[config.mk]
export PLATFORM = sky130hd
export DESIGN_NAME = hazard_stall_unit
export DESIGN_NICKNAME = d
export VERILOG_FILES = /design/src/rtl/hazard_stall_unit.sv
export SDC_FILE = /design/constraint.sdc
export NUM_CORES = 1
export LEC_CHECK = 0
export BUFFER_PORTS_ARGS = -buffer_cell sky130_fd_sc_hd__buf_2
export CAP_MARGIN = 30
export CORE_MARGIN = 3
export CORE_UTILIZATION = 49
export DETAILED_ROUTE_END_ITERATION = 12
export MAX_ROUTING_LAYER = met4
export PLACE_DENSITY = 0.79
export SYNTH_ARGS = -nofsm -noshare
export SYNTH_HDL_FRONTEND = slang
export SYNTH_SLANG_ARGS = --single-unit
[constraint.sdc]
create_clock -name Clk -period 2.3 [get_ports Clk]
set_input_delay 0.115 -clock Clk [delete_from_list [all_inputs] [get_ports Clk]]
set_output_delay 0.115 -clock Clk [all_outputs]
set_load 0.01 [all_outputs]
[src/rtl/hazard_stall_unit.sv]
// Load-use / multi-cycle FP / redirect hazard control for the front end of the pipeline.
// Controls are combinational from state and inputs (zero latency); an FP op in EXE holds PC, IF/ID and ID/EXE for FP_LATENCY-1 cycles.
module hazard_stall_unit #(
   parameter int FP_LATENCY = 4,
   parameter int CNT_W      = 3
) (
   input  logic        Clk,
   input  logic        Reset,
   input  logic        MemRead_EXE,
   input  logic        RegWrite_EXE,
   input  logic [4:0]  Rt_EXE,
   input  logic [4:0]  Rs_ID,
   input  logic [4:0]  Rt_ID,
   input  logic        Uses_Rt_ID,
   input  logic        FP_EXE,
   input  logic        Redirect_EXE,
   output logic        PC_write,
   output logic        IFID_write,
   output logic        IFID_flush,
   output logic        IDEXE_bubble,
   output logic        IDEXE_hold,
   output logic        Busy,
   output logic [15:0] Stall_count
);

   typedef enum logic {RUN = 1'b0, FP_BUSY = 1'b1} state_t;

   // The detection cycle is the first stall cycle, so FP_BUSY lasts FP_LATENCY-2 cycles.
   localparam logic [CNT_W-1:0] BUSY_CYCLES = (FP_LATENCY > 2) ? CNT_W'(FP_LATENCY - 2) : '0;

   state_t            state_q, state_d;
   logic [CNT_W-1:0]  cnt_q, cnt_d;
   logic [15:0]       stall_count_q, stall_count_d;
   logic              load_use;

   assign load_use = MemRead_EXE & RegWrite_EXE & (Rt_EXE != 5'd0) &
                     ((Rt_EXE == Rs_ID) | (Uses_Rt_ID & (Rt_EXE == Rt_ID)));

   always_comb begin
      state_d       = state_q;
      cnt_d         = cnt_q;
      PC_write      = 1'b1;
      IFID_write    = 1'b1;
      IFID_flush    = 1'b0;
      IDEXE_bubble  = 1'b0;
      IDEXE_hold    = 1'b0;
      Busy          = 1'b0;

      unique case (state_q)
         RUN: begin
            if (Redirect_EXE) begin
               IFID_flush   = 1'b1;
               IDEXE_bubble = 1'b1;
            end else if (FP_EXE && (FP_LATENCY > 1)) begin
               PC_write   = 1'b0;
               IFID_write = 1'b0;
               IDEXE_hold = 1'b1;
               if (BUSY_CYCLES != '0) begin
                  state_d = FP_BUSY;
                  cnt_d   = BUSY_CYCLES;
               end
            end else if (load_use) begin
               PC_write     = 1'b0;
               IFID_write   = 1'b0;
               IDEXE_bubble = 1'b1;
            end
         end
         FP_BUSY: begin
            PC_write   = 1'b0;
            IFID_write = 1'b0;
            IDEXE_hold = 1'b1;
            Busy       = 1'b1;
            cnt_d      = cnt_q - 1'b1;
            if (cnt_q <= CNT_W'(1)) begin
               state_d = RUN;
               cnt_d   = '0;
            end
         end
         default: state_d = RUN;
      endcase

      // Reset overrides the controls so the front end keeps flowing while state clears.
      if (Reset) begin
         PC_write     = 1'b1;
         IFID_write   = 1'b1;
         IFID_flush   = 1'b0;
         IDEXE_bubble = 1'b0;
         IDEXE_hold   = 1'b0;
         Busy         = 1'b0;
      end

      stall_count_d = stall_count_q;
      if (!PC_write && (stall_count_q != 16'hFFFF)) begin
         stall_count_d = stall_count_q + 16'd1;
      end
   end

   always_ff @(posedge Clk) begin
      if (Reset) begin
         state_q       <= RUN;
         cnt_q         <= '0;
         stall_count_q <= '0;
      end else begin
         state_q       <= state_d;
         cnt_q         <= cnt_d;
         stall_count_q <= stall_count_d;
      end
   end

   assign Stall_count = stall_count_q;

endmodule
* After elaboration in Yosys (flattened, before gate mapping)
Index checks and enable logic that the tools add are counted.
W data, S select, Z words.
** Operators by class
- Reductions and logical operators :: 4
- Equality and inequality tests :: 5
- Order comparisons :: 1
- Mux-type cells :: 25
- Bitwise operators :: 6
- Add/subtract/negate cells :: 2
** Operators with widths (count)
- $mux W1 :: 18
- $add A16 B1 Y16 const B :: 1
- $ne A16 B16 Y1 const B :: 1
- $eq A5 B5 Y1 :: 2
- $mux W3 :: 3
- $pmux W1 S2 :: 3
- $pmux W3 S2 :: 1
- $reduce_bool A5 Y1 :: 1
- $and A1 B1 Y1 :: 4
- $ne A2 B2 Y1 const B :: 2
- $le A3 B1 Y1 const B :: 1
- $sub A3 B1 Y3 const B :: 1
- $reduce_and A2 Y1 :: 1
- $logic_and A1 B1 Y1 :: 1
- $logic_not A1 Y1 :: 1
- $not A1 Y1 :: 1
- $or A1 B1 Y1 :: 1
** Storage, ports and cells
- Logic and storage cells :: 46
- Input port bits :: 22
- Output and inout port bits :: 22
- Flip-flop bits (word level) :: 20

* Longest topological paths before layout
- Depth after elaboration :: 11
- Mapped depth :: 8
- Depth with buffers taken out :: 7

* Worst setup path after synthesis
No wires, ideal clock.
- Path type :: register to register
- Start point :: reg stall_count_q[0] (netlist: Stall_count[0])
- End point :: reg stall_count_q[13] (netlist: Stall_count[13])
- Data arrival time :: 1.776 ns
- Required time :: 2.168 ns
- Library setup time :: 0.132 ns
- Setup slack :: 0.392 ns
- Path buffers :: 2
- Period minus slack after synthesis :: 1.908 ns
- Cell stages (with the launch flop) :: 9
- Cells stage by stage :: dfxtp_1 > ha_1 > and4_4 > a311oi_2 > a22oi_2 > buf_6 > buf_8 > o41ai_1 > a21oi_1
** Between the ends
- Longest elaborated chain between the ends :: 2
- Elaborated cells between the ends (all ways) :: 3
- Those cells by class :: add/sub: 1; eq/ne: 1; reduce/logical: 1
** RTL lines
- from (decl) :: line 33 : logic [15:0] stall_count_q, stall_count_d;
- from (signal assigned) :: line 106 : stall_count_q <= stall_count_d;
- branches (longest 2 deep; another with $add A16 B1 Y16)
Several ways; the timed one is not identified.
A chain may end at the register's enable or synchronous reset.

* Worst setup path after layout
- Start point :: reg stall_count_q[0] (netlist: Stall_count[0])
- End point :: reg stall_count_q[7] (netlist: Stall_count[7])
The elaborated chain is that of the path after synthesis.

==> impl_metrics.tcl <==
set metrics [dict create \
    critPathTopFamily "simple AND/OR/NAND/NOR gates" \
    cts-buffers-inserted 3 \
    worst_r2r_endpoint "Stall_count[7]$_SDFFE_PP0P_" \
    async_reset_ff_share_pct 0 \
    tritoncts "built" \
    synth_warnings 0 \
    grt_max_degree 31 \
    syn_avg_cell_area_um2 8.84 \
    cts_resized 0 \
    rsz0062_at_grt "false" \
    antennaDiodeCount 0 \
    drt_iter0_drc 42 \
    die_h_um 56.3 \
    min_path_cells 3 \
    first_pass_iters 4 \
    status "completed" \
    min_period_ns 2.07 \
    path_buf_inv 1 \
    fp-row-count 17 \
    timing.final.crit_share_pct 90.1 \
    antenna_found_initial 0 \
    fin_area_mm2 0.00148 \
    dieArea_mm2 0.00316 \
    crit_path_cell_trace "ha_1 > and4_4 > a311oi_2 > a22oi_2 > buf_12 > or4_1 > a21oi_1" \
    overflow 0 \
    hold_buffers 0 \
    post-route-drc-count 0 \
    cts-root-buf "clkbuf_4" \
    fp.dieW_um 56.3 \
    worstPathArrival_ns 2.32 \
    power.density_mw_per_mm2 439 \
    startpoint_type "flip-flop" \
    syn_area_mm2 0.00124 \
    first_global_vias 1193 \
    cp.required_ns 2.54 \
    postSynthCellCount 140 \
    clkLatencyLatePin_ns 0.30 \
    cpPeakStageDelay_ns 0.51 \
    initial_core_util_pct 53.9 \
    hp-class "in2reg" \
    place_congestion 0.794 \
    clock_skew_ns 0.00804 \
    worstSetupPathType "reg2reg" \
    grt_use_met1_pct 22.3 \
    hold_path_end "Stall_count[5]$_SDFFE_PP0P_" \
    syn2layout_area_growth_pct 19.3 \
    worstMarginPinSlew_ns 0.379 \
    grt.total_usage_pct 19.3 \
    report.final.hold_viol_count 0 \
    synth_edf_count 0 \
    post_dp_cell_area_mm2 0.00145 \
    setup_ws_ns 0.229 \
    port_buffers 43 \
    multiInputGateArea_um2 753 \
    ys_types 43 \
    cts.sinks 20 \
    min-delay-start "Reset" \
    drv_slew 0 \
    final_core_util_pct 64.3 \
    ys_seq_area_share_pct 32.4 \
    worstReg2RegStart "Stall_count[0]$_SDFFE_PP0P_" \
    relSlewSlack_pct 74.7 \
    routedWlPerCell_um 14.0 \
    grt_pass1_wl_um 4990 \
    final_common_cell "buf_2" \
    fill_cells 205 \
    ys.flop_type "dfxtp_1" \
    grtUsageMet2_pct 32.6 \
    post-cts-setup-buffers 0 \
    synth_seq_cells 20 \
    busiest_layer "met2" \
    core_mm2 0.00230 \
    end_kind "flip-flop" \
    dp_slack_ns 0.274 \
    setup_viol 0 \
    whs_ns 0.243 \
    clockBufferDepth 2 \
    rr_worst_depth 7 \
    totalWireLength_um 2950 \
    drive_gt1_share_pct 31.9 \
    peakVddDrop_mv 0.326 \
    regArea_um2 400 \
    fmax_ghz 0.483 \
    ant_nets 0 \
    grtUsageMet3_pct 4.60 \
    hpwl_um 2210 \
    setup-tns-final_ns 0 \
    final_cell_mix "43 x buf_2, 20 x dfxtp_1, 10 x xnor2_1, 9 x a21oi_1" \
    final_nets 209 \
    vias_per_cell 6.04 \
    clkTransAtPathRegs_ns 0.11 \
    ios 44 \
    power.leakage_nw 0.606 \
    vias 1269 \
    r2r_setup_slack_ns 0.23 \
    maxCapViolCount 0 \
    syn_nets 165 \
    crit_fanout 30 \
    htree_levels 1 \
    critPathSlowestCell "or4_1" \
]
synthesized netlist by cell type, types with 2 or more instances:
cell	instances	area (um^2)
xnor2_1	10	87.6
and3_1	3	18.8
a21oi_2	4	35.0
dfxtp_1	20	400
or4_1	5	37.5
a21oi_1	9	45.0
o21ai_1	5	25.0
inv_1	6	22.5
nand3_1	7	35.0
or3_1	5	31.3
o311ai_1	4	35.0
nor2_1	8	30.0
nand2_1	8	30.0
mux2i_1	2	20.0
o41ai_1	5	43.8
ha_1	3	37.5
o31ai_1	4	30.0
clkbuf_1	2	7.51
nand4_1	4	25.0
nor2b_1	3	18.8
worst max path at each step:
stage | startpoint | cells past startpoint | slack, ns | endpoint
floorplan | Stall_count[0]$_SDFFE_PP0P_ | 8 | 0.39 | Stall_count[13]$_SDFFE_PP0P_
finish | Stall_count[0]$_SDFFE_PP0P_ | 7 | 0.23 | Stall_count[7]$_SDFFE_PP0P_
global route | Stall_count[0]$_SDFFE_PP0P_ | 7 | 0.12 | Stall_count[9]$_SDFFE_PP0P_
CTS | Stall_count[0]$_SDFFE_PP0P_ | 7 | 0.23 | Stall_count[7]$_SDFFE_PP0P_
detailed placement | Stall_count[0]$_SDFFE_PP0P_ | 7 | 0.27 | Stall_count[7]$_SDFFE_PP0P_
global placement | Stall_count[0]$_SDFFE_PP0P_ | 7 | 0.35 | Stall_count[7]$_SDFFE_PP0P_
power by group:
group	internal (mW)	total [mW]	switching, mW
Sequential	0.353	0.361	0.00759
Clock	0.0611	0.165	0.104
Combinational	0.0565	0.122	0.0658
Total	0.471	0.648	0.177
cell type report:
| type | count | area share (%) |
|---|---|---|
| flip-flops and latches | 20 | 27.1 |
| well taps | 28 | 2.37 |
| repair buffers | 45 | 16.4 |
| clock buffers | 3 | 1.53 |
| multi-input cells | 108 | 51.0 |
| inverters | 6 | 1.53 |
routing by layer:
metal  routed length (um)  up-vias
met5                    0        -
met4                   39        0
met3                  275        5
met2                 1380       54
met1                 1260      592
li1                     -      618
cells by family (layout without fill, tap and decap cells):
kind of cell	after synthesis	in the layout	synth area share, %
mux	2	2	1.62
xor+xnor	11	11	7.79
fa+ha+maj	3	3	3.03
flops	20	20	32.4
compound gates	41	41	24.6
simple gates	51	51	23.9
buf+inv	12	54	6.77
flip-flops by register name (all words and copies together), names as in the netlist:
name         flops
state_q          1
Stall_count     16
cnt_q            3
worst register-to-register path, delay by kind of cell (launching register included):
kind            cells  cell delay (ns)
fa+ha+maj           1             0.26
flops               1             0.39
compound gates      3             0.49
buf+inv             1             0.18
simple gates        2             0.69
metrics by stage:
| stage | instances | power, mW |
|---|---|---|
| 5_1_grt | 210 | 0.682 |
| 2_1_floorplan | 140 | 0.452 |
| 6_report | 210 | 0.648 |
| 3_5_place_dp | 207 | 0.490 |
| 4_1_cts | 210 | 0.651 |
| 3_3_place_gp | 207 | 0.485 |
No activity file was read; power rests on OpenSTA's default activity.
